===== src/rtl/mmu_pkg.sv =====
// Shared constants and types for the mmu_xlate address translation slice.
// Exception codes, request encodings and the registered result bundle.
package mmu_pkg;

  localparam logic [5:0] ECODE_ADEF = 6'h08;
  localparam logic [5:0] ECODE_PIL  = 6'h01;
  localparam logic [5:0] ECODE_PIS  = 6'h02;
  localparam logic [5:0] ECODE_PIF  = 6'h03;
  localparam logic [5:0] ECODE_PME  = 6'h04;
  localparam logic [5:0] ECODE_PPI  = 6'h07;
  localparam logic [5:0] ECODE_TLBR = 6'h3F;

  localparam logic [5:0] PS_4K = 6'd12;
  localparam logic [5:0] PS_4M = 6'd21;

  typedef enum logic [1:0] {
    REQ_FETCH = 2'b00,
    REQ_LOAD  = 2'b01,
    REQ_STORE = 2'b10,
    REQ_RSVD  = 2'b11
  } req_type_e;

  typedef struct packed {
    logic        exc;
    logic [5:0]  ecode;
    logic [31:0] pa;
    logic [1:0]  mat;
  } xlate_res_t;

endpackage


===== src/rtl/mmu_xlate_if.sv =====
// TLB search port bundle between mmu_xlate (master) and the TLB (slave).
// The search key flows out; the hit record flows back combinationally.
interface mmu_xlate_if #(
  parameter int TLBNUM = 16
);
  localparam int IW = $clog2(TLBNUM);

  logic [18:0]   s_vppn;
  logic          s_va_bit12;
  logic [9:0]    s_asid;
  logic          s_found;
  logic [IW-1:0] s_index;
  logic [19:0]   s_ppn;
  logic [5:0]    s_ps;
  logic [1:0]    s_plv;
  logic [1:0]    s_mat;
  logic          s_d;
  logic          s_v;

  modport master (
    output s_vppn,
    output s_va_bit12,
    output s_asid,
    input  s_found,
    input  s_index,
    input  s_ppn,
    input  s_ps,
    input  s_plv,
    input  s_mat,
    input  s_d,
    input  s_v
  );

  modport slave (
    input  s_vppn,
    input  s_va_bit12,
    input  s_asid,
    output s_found,
    output s_index,
    output s_ppn,
    output s_ps,
    output s_plv,
    output s_mat,
    output s_d,
    output s_v
  );

endinterface


===== src/rtl/mmu_dmw_match.sv =====
// Direct-map window hit test and PA/MAT formation for one DMW CSR.
// Purely combinational; instantiated once per window.
module mmu_dmw_match
  import mmu_pkg::*;
(
  input  logic [31:0] dmw,
  input  logic [1:0]  plv,
  input  logic [31:0] va,
  output logic        hit,
  output logic [31:0] pa,
  output logic [1:0]  mat
);

  logic plv_ok;
  logic unused_dmw;

  // PLV0 enables via bit0; every other level uses the PLV3 bit
  assign plv_ok = (plv == 2'd0) ? dmw[0] : dmw[3];
  assign hit    = plv_ok && (dmw[31:29] == va[31:29]);
  assign pa     = {dmw[27:25], va[28:0]};
  assign mat    = dmw[5:4];

  assign unused_dmw = ^{dmw[28], dmw[24:6], dmw[2:1]};

endmodule


===== src/rtl/mmu_xlate.sv =====
// Single-stage VA->PA translation: DA, DMW0/1 and TLB paths, 1-cycle latency.
// Define MMU_XLATE_STATS_EN to add saturating request/fault counters.
module mmu_xlate
  import mmu_pkg::*;
#(
  parameter int TLBNUM = 16,
  localparam int IW = $clog2(TLBNUM)
) (
  input  logic          clk,
  input  logic          resetn,
  input  logic          flush,
  input  logic          req_valid,
  output logic          req_ready,
  input  logic [31:0]   req_va,
  input  logic [1:0]    req_type,
  input  logic          csr_da,
  input  logic          csr_pg,
  input  logic [1:0]    csr_plv,
  input  logic [1:0]    csr_datm,
  input  logic [9:0]    csr_asid,
  input  logic [31:0]   csr_dmw0,
  input  logic [31:0]   csr_dmw1,
  mmu_xlate_if.master   tlb,
  output logic          rsp_valid,
  input  logic          rsp_ready,
  output logic [31:0]   rsp_pa,
  output logic [1:0]    rsp_mat,
  output logic          rsp_exc,
  output logic [5:0]    rsp_ecode,
  output logic [31:0]   rsp_badv,
  output logic [IW-1:0] rsp_tlb_index
`ifdef MMU_XLATE_STATS_EN
  ,
  output logic [31:0]   stat_req,
  output logic [31:0]   stat_tlbr,
  output logic [31:0]   stat_fault
`endif
);

  logic          is_fetch;
  logic          is_store;
  logic          da_mode;
  logic          dmw0_hit;
  logic          dmw1_hit;
  logic [31:0]   dmw0_pa;
  logic [31:0]   dmw1_pa;
  logic [1:0]    dmw0_mat;
  logic [1:0]    dmw1_mat;
  logic          sel_adef;
  logic          sel_da;
  logic          sel_dmw0;
  logic          sel_dmw1;
  logic          sel_tlb;
  logic          accept;
  xlate_res_t    tlb_res;
  xlate_res_t    res;

  logic          rsp_valid_q, rsp_valid_d;
  xlate_res_t    res_q, res_d;
  logic [31:0]   badv_q, badv_d;
  logic [IW-1:0] idx_q, idx_d;

  assign tlb.s_vppn     = req_va[31:13];
  assign tlb.s_va_bit12 = req_va[12];
  assign tlb.s_asid     = csr_asid;

  assign is_fetch = (req_type == REQ_FETCH);
  assign is_store = (req_type == REQ_STORE);
  assign da_mode  = csr_da || !csr_pg;

  mmu_dmw_match u_dmw0 (
    .dmw (csr_dmw0),
    .plv (csr_plv),
    .va  (req_va),
    .hit (dmw0_hit),
    .pa  (dmw0_pa),
    .mat (dmw0_mat)
  );

  mmu_dmw_match u_dmw1 (
    .dmw (csr_dmw1),
    .plv (csr_plv),
    .va  (req_va),
    .hit (dmw1_hit),
    .pa  (dmw1_pa),
    .mat (dmw1_mat)
  );

  // Priority chain flattened into one-hot selects
  assign sel_adef = is_fetch && (req_va[1:0] != 2'b00);
  assign sel_da   = !sel_adef && da_mode;
  assign sel_dmw0 = !sel_adef && !da_mode && dmw0_hit;
  assign sel_dmw1 = !sel_adef && !da_mode && !dmw0_hit
                    && dmw1_hit;
  assign sel_tlb  = !sel_adef && !da_mode && !dmw0_hit
                    && !dmw1_hit;

  always_comb begin
    tlb_res = '0;
    if (!tlb.s_found) begin
      tlb_res.exc   = 1'b1;
      tlb_res.ecode = ECODE_TLBR;
    end else if (!tlb.s_v) begin
      tlb_res.exc   = 1'b1;
      tlb_res.ecode = is_fetch ? ECODE_PIF :
                      is_store ? ECODE_PIS : ECODE_PIL;
    end else if (csr_plv > tlb.s_plv) begin
      tlb_res.exc   = 1'b1;
      tlb_res.ecode = ECODE_PPI;
    end else if (is_store && !tlb.s_d) begin
      tlb_res.exc   = 1'b1;
      tlb_res.ecode = ECODE_PME;
    end else begin
      tlb_res.pa  = (tlb.s_ps == PS_4K) ?
                    {tlb.s_ppn, req_va[11:0]} :
                    {tlb.s_ppn[19:9], req_va[20:0]};
      tlb_res.mat = tlb.s_mat;
    end
  end

  always_comb begin
    res = '0;
    unique case (1'b1)
      sel_adef: begin
        res.exc   = 1'b1;
        res.ecode = ECODE_ADEF;
      end
      sel_da: begin
        res.pa  = req_va;
        res.mat = csr_datm;
      end
      sel_dmw0: begin
        res.pa  = dmw0_pa;
        res.mat = dmw0_mat;
      end
      sel_dmw1: begin
        res.pa  = dmw1_pa;
        res.mat = dmw1_mat;
      end
      sel_tlb: res = tlb_res;
      default: res = '0;
    endcase
  end

  assign req_ready = !rsp_valid_q || rsp_ready;
  assign accept    = req_valid && req_ready && !flush;

  always_comb begin
    rsp_valid_d = rsp_valid_q;
    res_d       = res_q;
    badv_d      = badv_q;
    idx_d       = idx_q;
    if (flush) begin
      rsp_valid_d = 1'b0;
    end else if (accept) begin
      rsp_valid_d = 1'b1;
      res_d       = res;
      badv_d      = req_va;
      idx_d       = (sel_tlb && tlb.s_found) ?
                    tlb.s_index : '0;
    end else if (rsp_ready) begin
      rsp_valid_d = 1'b0;
    end
  end

  always_ff @(posedge clk or negedge resetn) begin
    if (!resetn) begin
      rsp_valid_q <= 1'b0;
      res_q       <= '0;
      badv_q      <= '0;
      idx_q       <= '0;
    end else begin
      rsp_valid_q <= rsp_valid_d;
      res_q       <= res_d;
      badv_q      <= badv_d;
      idx_q       <= idx_d;
    end
  end

  assign rsp_valid     = rsp_valid_q;
  assign rsp_pa        = res_q.pa;
  assign rsp_mat       = res_q.mat;
  assign rsp_exc       = res_q.exc;
  assign rsp_ecode     = res_q.ecode;
  assign rsp_badv      = badv_q;
  assign rsp_tlb_index = idx_q;

`ifdef MMU_XLATE_STATS_EN
  logic [31:0] req_cnt_q, req_cnt_d;
  logic [31:0] tlbr_cnt_q, tlbr_cnt_d;
  logic [31:0] fault_cnt_q, fault_cnt_d;
  logic        is_tlbr;
  logic        is_fault;

  assign is_tlbr  = accept && sel_tlb && tlb_res.exc
                    && (tlb_res.ecode == ECODE_TLBR);
  assign is_fault = accept && sel_tlb && tlb_res.exc
                    && (tlb_res.ecode != ECODE_TLBR);

  always_comb begin
    req_cnt_d   = req_cnt_q;
    tlbr_cnt_d  = tlbr_cnt_q;
    fault_cnt_d = fault_cnt_q;
    if (accept && (req_cnt_q != '1))
      req_cnt_d = req_cnt_q + 32'd1;
    if (is_tlbr && (tlbr_cnt_q != '1))
      tlbr_cnt_d = tlbr_cnt_q + 32'd1;
    if (is_fault && (fault_cnt_q != '1))
      fault_cnt_d = fault_cnt_q + 32'd1;
  end

  always_ff @(posedge clk or negedge resetn) begin
    if (!resetn) begin
      req_cnt_q   <= '0;
      tlbr_cnt_q  <= '0;
      fault_cnt_q <= '0;
    end else begin
      req_cnt_q   <= req_cnt_d;
      tlbr_cnt_q  <= tlbr_cnt_d;
      fault_cnt_q <= fault_cnt_d;
    end
  end

  assign stat_req   = req_cnt_q;
  assign stat_tlbr  = tlbr_cnt_q;
  assign stat_fault = fault_cnt_q;
`endif

endmodule


===== src/flat_wrapper.sv =====
// flat-port wrapper written by rule: the top's interface ports become plain ports
module mmu_xlate_flat import mmu_pkg::*;
#(
  parameter int TLBNUM = 16,
  localparam int IW = $clog2(TLBNUM)
)
  (clk, resetn, flush, req_valid, req_ready, req_va, req_type, csr_da, csr_pg, csr_plv, csr_datm, csr_asid, csr_dmw0, csr_dmw1, rsp_valid, rsp_ready, rsp_pa, rsp_mat, rsp_exc, rsp_ecode, rsp_badv, rsp_tlb_index, tlb_s_vppn, tlb_s_va_bit12, tlb_s_asid, tlb_s_found, tlb_s_index, tlb_s_ppn, tlb_s_ps, tlb_s_plv, tlb_s_mat, tlb_s_d, tlb_s_v);
  mmu_xlate_if #(.TLBNUM(TLBNUM)) tlb_i ();
  input  logic clk;
  input  logic resetn;
  input  logic flush;
  input  logic req_valid;
  output logic req_ready;
  input  logic [31:0] req_va;
  input  logic [1:0] req_type;
  input  logic csr_da;
  input  logic csr_pg;
  input  logic [1:0] csr_plv;
  input  logic [1:0] csr_datm;
  input  logic [9:0] csr_asid;
  input  logic [31:0] csr_dmw0;
  input  logic [31:0] csr_dmw1;
  output logic rsp_valid;
  input  logic rsp_ready;
  output logic [31:0] rsp_pa;
  output logic [1:0] rsp_mat;
  output logic rsp_exc;
  output logic [5:0] rsp_ecode;
  output logic [31:0] rsp_badv;
  output logic [IW-1:0] rsp_tlb_index;
  output wire logic [$bits(tlb_i.s_vppn)-1:0] tlb_s_vppn;
  output wire logic [$bits(tlb_i.s_va_bit12)-1:0] tlb_s_va_bit12;
  output wire logic [$bits(tlb_i.s_asid)-1:0] tlb_s_asid;
  input wire logic [$bits(tlb_i.s_found)-1:0] tlb_s_found;
  input wire logic [$bits(tlb_i.s_index)-1:0] tlb_s_index;
  input wire logic [$bits(tlb_i.s_ppn)-1:0] tlb_s_ppn;
  input wire logic [$bits(tlb_i.s_ps)-1:0] tlb_s_ps;
  input wire logic [$bits(tlb_i.s_plv)-1:0] tlb_s_plv;
  input wire logic [$bits(tlb_i.s_mat)-1:0] tlb_s_mat;
  input wire logic [$bits(tlb_i.s_d)-1:0] tlb_s_d;
  input wire logic [$bits(tlb_i.s_v)-1:0] tlb_s_v;
  assign tlb_s_vppn = tlb_i.s_vppn;
  assign tlb_s_va_bit12 = tlb_i.s_va_bit12;
  assign tlb_s_asid = tlb_i.s_asid;
  assign tlb_i.s_found = tlb_s_found;
  assign tlb_i.s_index = tlb_s_index;
  assign tlb_i.s_ppn = tlb_s_ppn;
  assign tlb_i.s_ps = tlb_s_ps;
  assign tlb_i.s_plv = tlb_s_plv;
  assign tlb_i.s_mat = tlb_s_mat;
  assign tlb_i.s_d = tlb_s_d;
  assign tlb_i.s_v = tlb_s_v;
  mmu_xlate #(.TLBNUM(TLBNUM)) u_core (.clk(clk), .resetn(resetn), .flush(flush), .req_valid(req_valid), .req_ready(req_ready), .req_va(req_va), .req_type(req_type), .csr_da(csr_da), .csr_pg(csr_pg), .csr_plv(csr_plv), .csr_datm(csr_datm), .csr_asid(csr_asid), .csr_dmw0(csr_dmw0), .csr_dmw1(csr_dmw1), .tlb(tlb_i), .rsp_valid(rsp_valid), .rsp_ready(rsp_ready), .rsp_pa(rsp_pa), .rsp_mat(rsp_mat), .rsp_exc(rsp_exc), .rsp_ecode(rsp_ecode), .rsp_badv(rsp_badv), .rsp_tlb_index(rsp_tlb_index));
endmodule

===== config.mk =====
export PLATFORM = sky130hd
export DESIGN_NAME = mmu_xlate_flat
export DESIGN_NICKNAME = d
export VERILOG_FILES = /design/src/rtl/mmu_pkg.sv /design/src/rtl/mmu_xlate_if.sv /design/src/rtl/mmu_dmw_match.sv /design/src/rtl/mmu_xlate.sv /design/src/flat_wrapper.sv
export SDC_FILE = /design/constraint.sdc
export NUM_CORES = 1
export LEC_CHECK = 0
export BUFFER_PORTS_ARGS = -buffer_cell sky130_fd_sc_hd__clkbuf_2
export CAP_MARGIN = 5
export CORE_AREA = 2 2 102 104
export DETAILED_ROUTE_END_ITERATION = 12
export DIE_AREA = 0 0 104 106
export HOLD_SLACK_MARGIN = 0.03
export PLACE_DENSITY = 0.74
export SETUP_SLACK_MARGIN = 0.2
export SLEW_MARGIN = 40
export SYNTH_ARGS = -nofsm -noshare
export SYNTH_HDL_FRONTEND = slang
export SYNTH_SLANG_ARGS = --single-unit

===== constraint.sdc =====
create_clock -name clk -period 2.9 [get_ports clk]
set_input_delay 0.145 -clock clk [delete_from_list [all_inputs] [get_ports clk]]
set_output_delay 0.145 -clock clk [all_outputs]
set_load 0.02 [all_outputs]

# After elaboration in Yosys (flattened, before gate mapping)
# Index checks and enable logic that the tools add are counted.
[totals]
inputBits = 156
reg_bits = 78
out_inout_bits = 109
word_cells = 60
[op_classes]
reduce_logical = 28
magnitude_cmp = 1
bitwise_logic = 1
muxes = 19
n_eq_ne = 4
[op_table]
columns = ["cell", "count"]
rows = [
  ["34-bit 2-to-1 mux", 4],
  ["34-bit one-hot mux with 4 select lines", 1],
  ["7-bit 2-to-1 mux", 4],
  ["21-bit 2-to-1 mux", 1],
  ["7-bit one-hot mux with 2 select lines", 1],
  ["1-bit logical AND", 13],
  ["1-bit logical NOT", 8],
  ["3-bit equality test", 2],
  ["6-bit by 4-bit equality test with 1-bit output (second input constant)", 1],
  ["6-bit 2-to-1 mux", 1],
  ["1-bit 2-to-1 mux", 5],
  ["2-bit logical NOT", 2],
  ["4-bit 2-to-1 mux", 1],
  ["3-bit nonzero test", 1],
  ["2-bit equality test (second input constant)", 1],
  ["2-bit greater-than comparator", 1],
  ["1-bit logical OR", 2],
  ["2-bit 2-to-1 mux", 1],
  ["2-bit AND reduction", 1],
  ["2-bit nonzero test", 1],
  ["1-bit NOT", 1],
]

# Logic depth before layout (Yosys ltp)
# Gate-level depths: netlist of run 1.
[logic_depth]
word_depth = 8
ltp_mapped = 8
ltp_nobuf = 7

# Hierarchy
# A second synthesis of run 1 with hierarchy kept.
[unflattened]
hier_cells = 598
hier_area_um2 = 4902.2
[by_module_without_submodules]
columns = ["mod", "n_inst", "cells_per_inst", "area_each_um2", "seq_area_each_um2"]
rows = [
  ["mmu_xlate", 1, 518, 4281.6, 1926.8],
  ["mmu_dmw_match", 2, 40, 310.3, 0.0],
]

# Worst setup path before layout of run 1
# No wires, ideal clock.
[synth_path]
path_type = "register to register"
startpoint = "reg u_core.rsp_valid_q (netlist: u_core.rsp_valid)"
endpoint = "reg u_core.res_q (netlist bit u_core.rsp_pa[12])"
setup_ps = 68
path_slack_ps = 870
synth_period_minus_slack_ps = 2030
t_required_ps = 2832
arrival_time_ps = 1963
path_buffers = 0
stages_incl_launch_ff = 6
path_cell_list = "dfrtp_1 -> nand2b_1 -> o311a_1 -> nand3_1 -> nor4b_2 -> a221o_1"
[synth_via]
elab_chain_cells = 5
[synth_rtl]
columns = ["item", "line", "rtl"]
rows = [
  ["start, declared", "mmu_xlate.sv:58", "logic rsp_valid_q, rsp_valid_d;"],
  ["start signal, assigned", "mmu_xlate.sv:173", "rsp_valid_q <= rsp_valid_d;"],
  ["1-bit logical NOT", "mmu_xlate.sv:145", "assign req_ready = !rsp_valid_q || rsp_ready;"],
  ["1-bit logical OR", "mmu_xlate.sv:145", ""],
  ["via req_ready", "flat_wrapper.sv:13", "output logic req_ready;"],
  ["1-bit logical AND (2 in series)", "mmu_xlate.sv:146", "assign accept = req_valid && req_ready && !flush;"],
  ["2-bit AND reduction (no source line)", "n/a", ""],
  ["end signal, assigned", "mmu_xlate.sv:174", "res_q <= res_d;"],
  ["end, declared", "mmu_xlate.sv:59", "xlate_res_t res_q, res_d;"],
]
# The timed path passes the listed nets, and every way through them passes these cells.
# A chain may end at the register's enable or synchronous reset.

# Final worst setup path of run 1
[layout_path]
startpoint = "in flush"
endpoint = "reg u_core.res_q (netlist bit u_core.rsp_pa[17])"
[layout_via]
elab_chain_cells = 3
elab_cells_between_ends = 4
classes_between = "bitwise (1); reduce/logical (3)"
[layout_rtl]
columns = ["item", "line", "rtl"]
rows = [
  ["start, declared", "flat_wrapper.sv:11", "input logic flush;"],
  ["1-bit logical NOT", "mmu_xlate.sv:146", ""],
  ["1-bit logical AND", "mmu_xlate.sv:146", ""],
  ["2-bit AND reduction (no source line) (*)", "n/a", ""],
]
# Mark *: on every way between the ends. The rest lies on a longest branch, timed or not.

==> results of run 1 <==
layer usage:
layer | wire length, µm | up-vias
met5 | 0 | -
met4 | 240 | 0
met3 | 719 | 25
met2 | 5640 | 159
met1 | 4640 | 1722
li1 | - | 1656
final timing paths:
check	start	endpoint
setup / recovery	flush	u_core.rsp_pa[17]$_DFFE_PN0P_
hold / removal	tlb_s_index[0]	u_core.rsp_tlb_index[0]$_DFFE_PN0P_
setup reg to reg	u_core.rsp_valid$_DFFE_PN0P_	u_core.rsp_pa[17]$_DFFE_PN0P_
hold reg to reg	u_core.rsp_badv[22]$_DFFE_PN0P_	u_core.rsp_badv[22]$_DFFE_PN0P_
max in group asynchronous	resetn	u_core.rsp_pa[26]$_DFFE_PN0P_
min in group asynchronous	resetn	u_core.rsp_ecode[0]$_DFFE_PN0P_
flip-flops by register name, summed over array words and instances (netlist names):
| signal | cells |
|---|---|
| u_core.rsp_badv | 32 |
| u_core.rsp_ecode | 5 |
| u_core.rsp_exc | 1 |
| u_core.rsp_mat | 2 |
| u_core.rsp_pa | 32 |
| u_core.rsp_tlb_index | 4 |
| u_core.rsp_valid | 1 |
layout make-up:
cell class,instances,share of cell area [%]
flip-flops and latches,77,36.2
clock inverters,7,1.93
repair buffers,256,29.2
multi-input cells,235,26.8
clock buffers,9,2.33
inverters,4,0.282
well taps,136,3.20
kinds of logic after synthesis:
family	count (synthesis)	synth area share (%)
AOI/OAI and AO/OA	65	16.0
xor gates and xnor gates	6	1.44
adders and majority gates	2	0.688
buffers and inverters	52	8.67
DFF	77	53.0
muxes	1	0.309
and+or+nand+nor	161	20.0
worst register-to-register path: cells and delay by family, from the launching register on:
kind | cells | cell delay (ns)
compound gates | 2 | 0.47
simple gates | 3 | 0.98
flops | 1 | 0.40
Yosys cell counts:
library cell | number | area [µm²]
xor2_1 | 6 | 52.6
or3b_2 | 1 | 8.76
dfrtp_1 | 77 | 1930
nand3_1 | 7 | 35.0
and2_1 | 26 | 163
o311a_1 | 1 | 10.0
and3_1 | 1 | 6.26
buf_4 | 31 | 233
nand2b_1 | 2 | 12.5
nor2_1 | 8 | 30.0
a2bb2oi_1 | 1 | 8.76
o31ai_1 | 1 | 7.51
clkbuf_1 | 13 | 48.8
nand4_1 | 1 | 6.26
nor4b_2 | 1 | 15.0
nor3b_1 | 1 | 7.51
a21o_1 | 1 | 7.51
mux2_2 | 1 | 11.3
a2111oi_4 | 1 | 27.5
a211o_1 | 5 | 43.8
a21oi_1 | 6 | 30.0
or3b_1 | 1 | 8.76
buf_1 | 1 | 3.75
nor4_1 | 1 | 6.26
inv_1 | 4 | 15.0
buf_2 | 3 | 15.0
nor3_1 | 1 | 5.00
a211oi_1 | 1 | 7.51
a41o_1 | 5 | 50.1
ha_1 | 2 | 25.0
a22o_1 | 16 | 140
nor2b_1 | 4 | 25.0
nand2_1 | 106 | 398
a32o_1 | 4 | 40.0
a221o_1 | 17 | 170
o21ai_0 | 4 | 20.0
a21oi_2 | 2 | 17.5
what timing repair did:
action	4_1_cts	5_1_grt
endpoints found under the hold margin	133	0
hold buffers	50	0
endpoints found under the setup margin	0	0
power groups by stage:
stage / Sequential [mW] / Clock [mW] / Combinational [mW]
after CTS: 1.31 / 0.968 / 0.840
after global routing: 1.33 / 1.01 / 0.905
after detailed placement: 1.33 / 0 / 0.787
after floorplan: 1.50 / 0 / 0.296
after global placement: 1.32 / 0 / 0.769
final: 1.31 / 0.939 / 0.839
==> impl_metrics.csv, run 1 <==
group,metric,value,unit
worst_setup_path,reg2reg_depth,5,
grt,antenna_found_initial,0,
drt,vias,3562,
worst_setup_path,required,3.19,ns
worst_setup_path,endpoint_kind,"flop",
clock_tree,cts_root_buffer,"clkbuf_8",
pwr,peakVddDrop,0.258,mV
final_layout,layout.area.seq,1930,µm²
worst_setup_path,worstPathMaxFanout,9,
synth,syn_area_per_cell,10.0,µm²
drt,drc,0,
worst_setup_path,critPathKind,"input pin to flop",
floorplan,ios,265,
grt,grt-busiest-layer,"met2",
grt,grt_start_max_net_pins,78,
worst_setup_path,crit_chain,"dlygate4sd3_1 -> clkbuf_2 -> nor2b_1 -> o311a_1 -> nand3_1 -> nor4b_4 -> a221o_1",
placement,dp.cells,658,
placement,place_ws,0.476,ns
sta,fin_ws,0.781,ns
floorplan,dieWidth,104,µm
status,outcome,"complete, no violations",
synth,ys_ff_latch,77,
sta,tns,0,ns
pwr,p_comb_share,27.2,%
pwr,power.internal,2.06,mW
synth,ys_seq_area_share,53.0,%
sta,finalCritPeriodShare,73.1,%
worst_setup_path,critPathBufInv,2,
final_layout,n_fill_cell,914,
hold_path,hp-class,"input pin to flop",
sta,hold_viol,0,
worst_setup_path,regToRegSetupSlack,0.99,ns
worst_setup_path,arrival,2.40,ns
grt,grt_use_met2,35.9,%
pwr,power,3.09,mW
grt,grt_pass1_vias,3640,
grt,grtUsageMet3,4.29,%
sta,fmax,472,MHz
pwr,switchingPower,1.02,mW
drt,postRouteAntennaNets,0,
sta,relSlewSlack,50.0,%
floorplan,die_area,11000,µm²
worst_setup_path,critPathMaxStageDelay,0.67,ns
grt,grt_pass1_wl,17.9,mm
final_layout,syn_to_final_growth,46.2,%
final_layout,final_cell_mix,"clkbuf_2 (199), nand2_1 (105), dfrtp_1 (77)",
clock_tree,ctsResizeCount,0,
sta,rsz0062_at_grt,"no",
floorplan,dieHeight,106,µm
pwr,powerDensity,580,nW/µm²
floorplan,coreArea,10000,µm²
drt,wl_per_cell,15.5,µm
worst_setup_path,crit_family,"simple AND/OR/NAND/NOR gates",
worst_setup_path,cp.depth,7,
synth,synth_cell_types,37,
pwr,clkPwrFrac,30.4,%
sta,whs,0.0548,ns
drt,wl,11.2,mm
final_layout,final_cells,724,
clock_tree,clk_pin_slew,0.09,ns
sta,skew,0.0109,ns
run,maxCapViolations,0,
clock_tree,ctsLongestPathBuffers,2,
grt,track_usage,20.5,%
grt,grt_use_met1,24.9,%
final_layout,final_common_cell,"clkbuf_2",
placement,place_area,4590,µm²
sta,worst-slew-pin-transition,0.745,ns
synth,synth_nets,522,
clock_tree,cts_setup_buffers,0,
clock_tree,cts_tree,"built",
final_layout,fin_area,5320,µm²
synth,syn_inst,364,
pwr,p_sw_share,33.2,%
pwr,p_seq_share,42.4,%
clock_tree,cts.sinks,77,
sta,timing.final.crit_period,2.12,ns
placement,place_congestion,0.790,
drt,viasPerCell,4.92,
grt,grt.overflow.total,0,
clock_tree,cts_buffers,9,
floorplan,rows,37,
clock_tree,clkLatencyLatePin,0.35,ns
drt,dr.pass1.iters,4,
final_layout,antenna_cells,0,
floorplan,start_util,36.4,%
final_layout,drive_gt1_share,39.3,%
final_layout,final_core_util,53.2,%
pwr,total_leakage_power,2.91,nW
hold_path,holdPathStages,2,
synth,netlist_area,3640,µm²
drt,drt_first_iter_violations,216,
clock_tree,h-tree-depth,3,
sta,slew_viol_final,0,
worst_setup_path,crit_slowest_cell,"nor4b_4",
placement,place_hpwl,7.75,mm
placement,numPortBuffers,200,
final_layout,multi_input_area,1430,µm²
final_layout,fin_nets,741,
synth,ys_warn_count,0,
sta,finalSetupViolations,0,
worst_setup_path,critPathLaunchType,"input pin",
Power figures use the tool's default switching activity.
==> run 2, diff against run 1 <==
--- a/config.mk
+++ b/config.mk
@@ -7,11 +7,11 @@
 export LEC_CHECK = 0
 export BUFFER_PORTS_ARGS = -buffer_cell sky130_fd_sc_hd__clkbuf_2
 export CAP_MARGIN = 5
-export CORE_AREA = 2 2 102 104
+export CORE_MARGIN = 2
+export CORE_UTILIZATION = 37
 export DETAILED_ROUTE_END_ITERATION = 12
-export DIE_AREA = 0 0 104 106
 export HOLD_SLACK_MARGIN = 0.03
-export PLACE_DENSITY = 0.74
+export PLACE_DENSITY = 0.77
 export SETUP_SLACK_MARGIN = 0.2
 export SLEW_MARGIN = 40
 export SYNTH_ARGS = -nofsm -noshare
==> constraint.sdc (replaced) <==
create_clock -name clk -period 1.8 [get_ports clk]
set_input_delay 0.09 -clock clk [delete_from_list [all_inputs] [get_ports clk]]
set_output_delay 0.09 -clock clk [all_outputs]
set_load 0.02 [all_outputs]
==> impl_metrics.csv, run 2 (synthesized netlist as in run 1, its figures left out) <==
group,metric,value,unit
grt,grt_start_max_net_pins,37,
floorplan,die_area,10600,µm²
sta,fmax,607,MHz
sta,rsz0062_at_grt,"yes",
floorplan,ios,265,
pwr,total_leakage_power,3.14,nW
final_layout,antenna_cells,0,
final_layout,fin_area,5810,µm²
floorplan,dieHeight,103,µm
drt,dr.pass1.iters,4,
pwr,power,4.92,mW
sta,worst-slew-pin-transition,0.479,ns
grt,grt_pass1_vias,3806,
grt,antenna_found_initial,0,
placement,place_hpwl,8.28,mm
hold_path,hp-class,"input pin to flop",
drt,drc,0,
floorplan,rows,36,
clock_tree,cts_buffers,9,
drt,wl,12.1,mm
grt,track_usage,21.8,%
pwr,p_sw_share,33.7,%
drt,drt_first_iter_violations,95,
final_layout,final_core_util,60.3,%
grt,grt_pass1_wl,17.9,mm
placement,place_area,4840,µm²
worst_setup_path,required,2.02,ns
clock_tree,h-tree-depth,3,
worst_setup_path,critPathLaunchType,"input pin",
clock_tree,cts_tree,"built",
floorplan,coreArea,9640,µm²
sta,finalCritPeriodShare,91.5,%
status,outcome,"complete, no violations",
pwr,p_seq_share,43.0,%
floorplan,start_util,37.7,%
placement,numPortBuffers,200,
floorplan,dieWidth,103,µm
grt,grt.overflow.total,0,
drt,wl_per_cell,15.8,µm
sta,relSlewSlack,68.1,%
pwr,switchingPower,1.66,mW
final_layout,drive_gt1_share,43.2,%
clock_tree,clk_pin_slew,0.09,ns
drt,viasPerCell,4.91,
final_layout,syn_to_final_growth,59.7,%
sta,timing.final.crit_period,1.65,ns
clock_tree,cts.sinks,77,
pwr,clkPwrFrac,27.0,%
worst_setup_path,endpoint_kind,"flop",
worst_setup_path,worstPathMaxFanout,8,
sta,finalSetupViolations,0,
clock_tree,ctsLongestPathBuffers,2,
drt,postRouteAntennaNets,0,
sta,skew,0.0115,ns
final_layout,fin_nets,782,
final_layout,final_common_cell,"clkbuf_2",
pwr,powerDensity,846,nW/µm²
sta,slew_viol_final,0,
clock_tree,clkLatencyLatePin,0.34,ns
worst_setup_path,critPathKind,"input pin to flop",
placement,place_congestion,0.876,
sta,hold_viol,0,
run,maxCapViolations,0,
sta,tns,0,ns
pwr,power.internal,3.26,mW
pwr,p_comb_share,30.0,%
pwr,peakVddDrop,0.419,mV
worst_setup_path,arrival,1.87,ns
drt,vias,3740,
clock_tree,cts_root_buffer,"clkbuf_8",
final_layout,final_cell_mix,"clkbuf_2 (198), nand2_1 (105), dfrtp_1 (76)",
run 2: routing by layer:
metal | track usage (%) | up-vias | share of wire (%)
met1 | 25.4 | 1810 | 40
met5 | 0 | - | 0
met3 | 5.90 | 20 | 6.6
li1 | - | 1745 | -
met2 | 38.2 | 165 | 51
met4 | 8.30 | 0 | 2.0
run 2: cell type report:
class                   count  area (µm²)
inverters                   4        15.0
repair buffers            297        1990
well taps                 133         166
fillers                   798        3830
clock buffers              10         128
multi-input cells         235        1510
clock inverters             6        71.3
flip-flops and latches     77        1930
run 2: what timing repair did:
item                                   4_1_cts  5_1_grt
hold buffers                                58        0
resized for setup                            3       13
cloned                                       0        2
setup buffers                                4        2
pin swaps                                    3        9
endpoints found under the hold margin      145        0
setup endpoints to repair                   42       34
run 2: worst paths after layout:
| check | from | to | slack (ns) | cells past startpoint |
|---|---|---|---|---|
| worst min-delay path | csr_dmw1[4] | u_core.rsp_mat[0]$_DFFE_PN0P_ | 0.08 | 3 |
| min in group asynchronous | resetn | u_core.rsp_tlb_index[3]$_DFFE_PN0P_ | 0.18 | 2 |
| max in group asynchronous | resetn | u_core.rsp_badv[13]$_DFFE_PN0P_ | 1.04 | 3 |
| worst max register to register | u_core.rsp_valid$_DFFE_PN0P_ | u_core.rsp_pa[12]$_DFFE_PN0P_ | 0.22 | 7 |
| worst min register to register | u_core.rsp_badv[4]$_DFFE_PN0P_ | u_core.rsp_badv[4]$_DFFE_PN0P_ | 0.48 | 2 |
| worst max-delay path | csr_plv[1] | u_core.rsp_pa[22]$_DFFE_PN0P_ | 0.15 | 9 |
run 2: through the flow:
| stage | hold WS [ns] | setup WS (ns) | instances |
|---|---|---|---|
| 2_1_floorplan | -0.206 | 0.0000413 | 364 |
| 3_3_place_gp | -0.00488 | -0.409 | 680 |
| 3_5_place_dp | 0.00108 | -0.460 | 680 |
| 4_1_cts | 0.0618 | 0.0966 | 758 |
| 5_1_grt | 0.0704 | 0.108 | 762 |
| 6_report | 0.0832 | 0.152 | 762 |
run 2: worst max-delay path: stages:
cell	delay (ns)
buf_8	0.10
buf_6	0.11
nor2_1	0.10
mux2_2	0.35
buf_4	0.14
a211oi_4	0.37
buf_4	0.20
nor2_4	0.06
a221o_1	0.35
run 2: power by group through the flow:
| stage | logic (mW) | registers (mW) | clock network [mW] |
|---|---|---|---|
| after floorplan | 0.491 | 2.43 | 0 |
| after global routing | 1.60 | 2.14 | 1.45 |
| after CTS | 1.45 | 2.11 | 1.38 |
| final | 1.47 | 2.12 | 1.33 |
| after global placement | 1.30 | 2.13 | 0 |
| after detailed placement | 1.34 | 2.14 | 0 |
